===== config.mk =====
export PLATFORM = sky130hd
export DESIGN_NAME = demux_dispatcher
export DESIGN_NICKNAME = d
export VERILOG_FILES = /design/src/rtl/demux_dispatcher.sv
export SDC_FILE = /design/constraint.sdc
export NUM_CORES = 1
export LEC_CHECK = 0
export ABC_AREA = 0
export CAP_MARGIN = 40
export CORE_UTILIZATION = 35
export CTS_BUF_LIST = sky130_fd_sc_hd__clkbuf_8 sky130_fd_sc_hd__clkbuf_16
export DETAILED_ROUTE_END_ITERATION = 16
export HOLD_SLACK_MARGIN = 0.06
export PLACE_DENSITY = 0.7
export SYNTH_ARGS = -nofsm -noshare
export SYNTH_HDL_FRONTEND = slang
export SYNTH_SLANG_ARGS = --single-unit

===== constraint.sdc =====
create_clock -name clk -period 4.5 [get_ports clk]
set_input_delay 0.45 -clock clk [delete_from_list [all_inputs] [get_ports clk]]
set_output_delay 0.45 -clock clk [all_outputs]
set_load 0.005 [all_outputs]

===== src/rtl/demux_dispatcher.sv =====
// demux_dispatcher: round-robin dispatcher feeding four one-word output channels (optional chan_en mask via DEMUX_DISPATCH_MASK_EN)
module demux_dispatcher #(
    parameter int WIDTH = 8
) (
    input  logic             clk,
    input  logic             rst_n,
    input  logic [WIDTH-1:0] in_data,
    input  logic             in_valid,
    output logic             in_ready,
    output logic [WIDTH-1:0] y0,
    output logic [WIDTH-1:0] y1,
    output logic [WIDTH-1:0] y2,
    output logic [WIDTH-1:0] y3,
    output logic [3:0]       out_valid,
    input  logic [3:0]       out_ready,
    output logic [1:0]       sel,
    output logic [2:0]       occupancy
`ifdef DEMUX_DISPATCH_MASK_EN
    ,
    input  logic [3:0]       chan_en
`endif
);
    logic [WIDTH-1:0] r_y [4];
    logic [3:0]       r_valid;
    logic [1:0]       r_ptr;
    logic [1:0]       r_sel;
    logic [2:0]       r_occ;
    logic [3:0]       w_en;
    logic [3:0]       w_elig;
    logic [7:0]       w_dbl;
    logic [3:0]       w_rot;
    logic [1:0]       w_tgt;
    logic             w_acc;
    logic [3:0]       w_valid_nxt;
    logic [2:0]       w_occ_nxt;

`ifdef DEMUX_DISPATCH_MASK_EN
    assign w_en = chan_en;
`else
    assign w_en = 4'hF;
`endif
    assign w_elig    = ~r_valid & w_en;
    assign in_ready  = |w_elig;
    assign w_acc     = in_valid & in_ready;
    assign w_dbl     = {w_elig, w_elig} >> r_ptr;
    assign w_rot     = w_dbl[3:0];
    assign y0        = r_y[0];
    assign y1        = r_y[1];
    assign y2        = r_y[2];
    assign y3        = r_y[3];
    assign out_valid = r_valid;
    assign sel       = r_sel;
    assign occupancy = r_occ;

    // pick the first eligible channel at or after ptr; compute next valid mask and its popcount
    always_comb begin
        w_tgt = r_ptr;
        for (int k = 3; k >= 0; k--)
            w_tgt = w_rot[k] ? r_ptr + 2'(k) : w_tgt;
        w_valid_nxt = (r_valid & ~(r_valid & out_ready)) | (w_acc ? 4'b0001 << w_tgt : 4'b0000);
        w_occ_nxt = '0;
        for (int i = 0; i < 4; i++)
            w_occ_nxt = w_occ_nxt + 3'(w_valid_nxt[i]);
    end

    // register channel state; accepted word loads the target and advances the pointer
    always_ff @(posedge clk) begin
        if (!rst_n) begin
            for (int i = 0; i < 4; i++)
                r_y[i] <= '0;
            r_valid <= '0;
            r_ptr   <= '0;
            r_sel   <= '0;
            r_occ   <= '0;
        end else begin
            r_valid <= w_valid_nxt;
            r_occ   <= w_occ_nxt;
            if (w_acc) begin
                r_y[w_tgt] <= in_data;
                r_sel      <= w_tgt;
                r_ptr      <= w_tgt + 2'd1;
            end
        end
    end
endmodule


== Word-level counts from Yosys, hierarchy flattened ==
Memory sizes are Yosys's and may differ from the RTL's.
Index checks and enable logic that the tools add are counted.
Word-level totals
  register bits after elaboration: 11
  RAM bits: 32
  bits of input ports: 15
  output and inout port bits: 42
  logic and storage cells: 34
  memories: 1
Operators by class
  add/sub/neg operators: 7
  shifts and indexed selects: 2
  multiplexer cells: 12
  bitwise operators: 6
  reduce and logical (&&, ||, !) cells: 2
Memories
  r_y: words 4, width 8, read ports 4, clocked after memory_dff 0, wr ports 4, RTL line 23  | logic [WIDTH-1:0] r_y [4];
Operators with widths (count)
  two-way mux 2 bit: 5
  bitwise AND 4 bit: 2
  two-way mux 8 bit: 1
  NOT 4 bit: 2
  OR reduction 8 bit: 1
  >> shifter 8 x 2 -> 4 bit: 1
  two-way mux 1 bit: 5
  adder 2 x 1 -> 2 bit, second input constant: 2
  adder 2 bit, second input constant: 2
  two-way mux 4 bit: 1
  bitwise OR 4 bit: 1
  OR reduction 4 bit: 1
  << shifter 1 x 2 -> 4 bit, first input constant: 1
  adder 2 x 1 -> 3 bit: 1
  adder 3 x 1 -> 3 bit: 1
  adder 1 x 1 -> 2 bit: 1
  bitwise AND 1 bit: 1

== Logic depth before layout (Yosys ltp) ==
  depth in word-level cells: 12
  depth in mapped cells: 11

== Worst setup path after synthesis ==
No wires, ideal clock.
  path type: reg-to-reg
  start point: register r_valid[0], in the netlist out_valid[0]
  end point: register r_occ[1], in the netlist occupancy[1]
  setup time: 0.115 ns
  data arrival time: 2.375 ns
  data required time: 4.385 ns
  setup slack: 2.010 ns
  stages on the path, launching flop included: 12
  buffers on the path: 1
  clock period less this slack: 2.490 ns
  cells stage by stage: dfxtp_1 > buf_2 > and3b_1 > a311oi_2 > a21oi_2 > ha_1 > nand2_1 > nand2_1 > fa_1 > ha_1 > ha_1 > and2_1
On the way
  word-level cells in the longest chain between the ends: 12
RTL lines
  from (decl): RTL line 24  | logic [3:0] r_valid;
  from (signal assigned): RTL line 76  | r_valid <= w_valid_nxt;
  NOT 4 bit *: RTL line 42  | assign w_elig = ~r_valid & w_en;
  >> shifter 8 x 2 -> 4 bit: RTL line 45  | assign w_dbl = {w_elig, w_elig} >> r_ptr;
  two-way mux 2 bit (4 in series): RTL line 59  | w_tgt = w_rot[k] ? r_ptr + 2'(k) : w_tgt;
  << shifter 1 x 2 -> 4 bit: RTL line 60  | w_valid_nxt = (r_valid & ~(r_valid & out_ready)) | (w_acc ? 4'b0001 << w_tgt : 4'b0000);
  two-way mux 4 bit *: RTL line 60
  bitwise OR 4 bit *: RTL line 60
  named net w_valid_nxt[1]: RTL line 34  | logic [3:0] w_valid_nxt;
  adder 1 x 1 -> 2 bit *: RTL line 63  | w_occ_nxt = w_occ_nxt + 3'(w_valid_nxt[i]);
  adder 2 x 1 -> 3 bit *: RTL line 63
  adder 3 x 1 -> 3 bit *: RTL line 63
  named net w_occ_nxt[1]: RTL line 35  | logic [2:0] w_occ_nxt;
  to (signal assigned): RTL line 77  | r_occ <= w_occ_nxt;
  to (decl): RTL line 27  | logic [2:0] r_occ;
Mark *: on every way through the listed nets, which the timed path passes. The rest lies on a longest branch.
A chain may end at the register's enable or synchronous reset.

== Final worst setup path ==
  start point: register r_valid[1], in the netlist out_valid[1]
  end point: register r_occ[1], in the netlist occupancy[1]
On the way
  word-level cells in the longest chain between the ends: 12
RTL lines (RTL line)
  NOT 4 bit: 42
  >> shifter 8 x 2 -> 4 bit: 45
  two-way mux 2 bit (4 in series): 59
  << shifter 1 x 2 -> 4 bit: 60
  two-way mux 4 bit: 60
  bitwise OR 4 bit *: 60
  named net w_valid_nxt[1]: 34
  adder 1 x 1 -> 2 bit *: 63
  adder 2 x 1 -> 3 bit *: 63
  adder 3 x 1 -> 3 bit *: 63
  named net w_occ_nxt[1]: 35
Marks and branches as above.

==> flow_summary.json <==
{
  "tightest_slew_ns": 0.930,
  "synthCells": 170,
  "power_w": 0.000992,
  "hold_class": "reg2reg",
  "fill_cells": 510,
  "cp-end-kind": "flip-flop",
  "post_cts_buffers": 0,
  "final_antenna_net_count": 0,
  "die_y_um": 77.7,
  "hold_viol": 0,
  "clk_path_buf_depth": 2,
  "ir_drop_uv": 211,
  "finalWorstSetupSlack_ns": 1.78,
  "grt_pass1_vias": 1373,
  "fin_worst_skew_ns": 0.00387,
  "max_freq_ghz": 0.368,
  "die_area_mm2": 0.00604,
  "gp_congestion": 0.825,
  "relSlewSlack_pct": 37.7,
  "synth_seq_cells": 43,
  "clkSlewWorstSetupHoldPaths_ns": 0.08,
  "coreArea_mm2": 0.00551,
  "design_area_mm2": 0.00270,
  "period_share_pct": 60.4,
  "grt_max_degree": 19,
  "routed_wl_mm": 4.11,
  "finalSetupViolCount": 0,
  "vias_per_cell": 4.88,
  "path_cells": "nor2b_1 > o21ai_0 > and3_1 > ha_1 > nand2_1 > nand2_1 > fa_1 > ha_1 > ha_1 > and2_1",
  "drive_gt1_share_pct": 14.2,
  "critPathMaxStageDelay_ns": 0.58,
  "postCtsHoldBufs": 0,
  "worstReg2RegEnd": "occupancy[1]",
  "worstReg2RegStart": "out_valid[1]",
  "critical_path.slowest_cell": "dfxtp_1",
  "crit_type": "reg2reg",
  "synth_nets": 190,
  "synth_area_mm2": 0.00201,
  "drcViolationCount": 0,
  "place_ws_ns": 1.77,
  "drtPass1Iterations": 4,
  "synthFlopType": "edfxtp_1",
  "crit_path_max_fanout": 11,
  "async_flop_share_pct": 0,
  "worst_ep_required_time_ns": 4.69,
  "drtIter0Drc": 116,
  "synth.avg_cell_area_um2": 11.8,
  "grt.overflow.total": 0,
  "grt_pass1_wl_mm": 6.78,
  "io_buffers": 56,
  "start_util_pct": 36.4,
  "cts-root-buf": "clkbuf_8",
  "setup-tns-final_ns": 0,
  "p_leak_nw": 1.04,
  "ys_seq_area_share_pct": 58.9,
  "r2r_cells": 10,
  "maxCapViolCount": 0,
  "nets": 245,
  "htreeDepth": 2,
  "worst-path-stages": 10,
  "cts_resized": 0,
  "wl_per_cell_um": 13.8,
  "drv_slew": 0,
  "cpMostUsedCell": "ha_1",
  "cts_tree": "yes",
  "synth_edf_count": 32,
  "num_vias": 1454,
  "crit_arrival_ns": 2.91,
  "grt_usage_pct": 14.4,
  "rows": 27,
  "crit_end": "occupancy[1]",
  "placed_cell_area_mm2": 0.00258,
  "cp-start-kind": "flip-flop",
  "cts-buffers-inserted": 5,
  "status": "completed",
  "pin_count": 57,
  "min_period_ns": 2.72,
  "syn2layout_area_growth_pct": 34.4,
  "clock-sinks": 43,
  "path_delay_family": "adder cells",
  "grt_antenna_before_repair": 0,
  "r2r_slack_ns": 1.78,
  "worst-path-buf-inv": 0,
  "rsz0062_at_grt": "false",
  "cellPowerDensity_mw_per_mm2": 368,
  "antenna_cells": 0,
  "critPathLaunch": "out_valid[1]",
  "place.detailed.hpwl_mm": 2.97,
  "clock_latency_ns": 0.29,
  "synth_cell_type_count": 43,
  "yosysWarnings": 0,
  "die-width_um": 77.7
}
## metal layers
layer	GRT usage [%]	share of wire (%)	wire, um
met3	3.65	7.8	319
met1	19.4	44	1820
met4	3.77	0.75	31
met5	0	0	0
met2	23.1	47	1940
## cell usage in the layout, fill, tap and decap left out, drive strengths merged, types with 5 or more instances in the layout
master         Yosys  routed
nor3               8       8
nor2              19      19
dfxtp             11      11
nand2             10      10
clkdlybuf4s50      0      56
inv               14      14
a21oi              5       5
clkbuf             2       5
edfxtp            32      32
o21ai             11      11
nand3             12      12
## metrics by stage
stage                     hold WS [ns]  utilization [%]  std cells
final                            0.507             49.0        298
after global routing             0.533             49.0        298
after CTS                        0.514             49.0        298
after detailed placement         0.503             46.9        290
after global placement           0.512             46.6        288
after floorplan                  0.460                -        170
## logic make-up (layout without fill, tap and decap cells)
group	count (synthesis)	in the layout	share of synthesized area, %
buffers and inverters	26	82	8.04
flip-flops	43	43	58.9
AO/OA/AOI/OAI	32	32	11.2
AND/OR/NAND/NOR	64	64	18.4
adder cells (fa/ha/maj)	5	5	3.49
## power breakdown
group / total [W] / switching, W / internal, W / leakage [nW]
sequential: 0.000490 / 0.0000252 / 0.000464 / 0.424
combinational: 0.000206 / 0.000102 / 0.000104 / 0.553
clock: 0.000296 / 0.000131 / 0.000165 / 0.0581
## registers in the layout, indices dropped and copies added (netlist names)
register and cells:
r_ptr 2, r_y 32, sel 2, occupancy 3, out_valid 4
## cell usage after synthesis, types with 2 or more instances
cell / n / area, um2
a21oi_2: 2 / 17.5
nor2_2: 8 / 50.1
buf_6: 6 / 67.6
a211oi_1: 2 / 15.0
o22ai_1: 2 / 12.5
a21oi_1: 3 / 15.0
and3_1: 2 / 12.5
a31oi_1: 3 / 18.8
nand3_1: 10 / 50.1
o21ai_0: 6 / 30.0
edfxtp_1: 32 / 961
o21ai_1: 4 / 20.0
nand2_1: 9 / 33.8
nor3_1: 7 / 35.0
nor2b_1: 2 / 12.5
nand2b_1: 2 / 12.5
and2_1: 4 / 25.0
nor2_1: 11 / 41.3
a21boi_0: 4 / 30.0
ha_1: 4 / 50.1
inv_1: 14 / 52.6
dfxtp_1: 11 / 220
buf_2: 2 / 10.0
## worst min-delay path: cells and delay by family (launching register included)
kind / cells / cell delay [ns]
AO/OA/AOI/OAI: 1 / 0.08
flip-flops: 1 / 0.32
AND/OR/NAND/NOR: 1 / 0.05
## how the worst min path moves through the flow
| stage | slack, ns | from | to | cells after the start |
|---|---|---|---|---|
| 2_1_floorplan | 0.46 | sel[0] | sel[0] | 2 |
| 3_3_place_gp | 0.51 | sel[0] | sel[0] | 2 |
| 3_5_place_dp | 0.50 | sel[0] | sel[0] | 2 |
| 4_1_cts | 0.51 | sel[0] | sel[0] | 2 |
| 5_1_grt | 0.53 | sel[0] | sel[0] | 2 |
| 6_report | 0.51 | sel[0] | sel[0] | 2 |
## layout make-up
| cell class | count | area (um2) | area share, % |
|---|---|---|---|
| Multi-Input combinational cell | 101 | 664 | 24.6 |
| Sequential cell | 43 | 1180 | 43.8 |
| Clock inverter | 3 | 43.8 | 1.62 |
| Timing Repair Buffer | 60 | 596 | 22.1 |
| Tap cell | 72 | 90.1 | 3.34 |
| Inverter | 14 | 52.6 | 1.95 |
| Clock buffer | 5 | 68.8 | 2.55 |
Power figures use the tool's default switching activity.
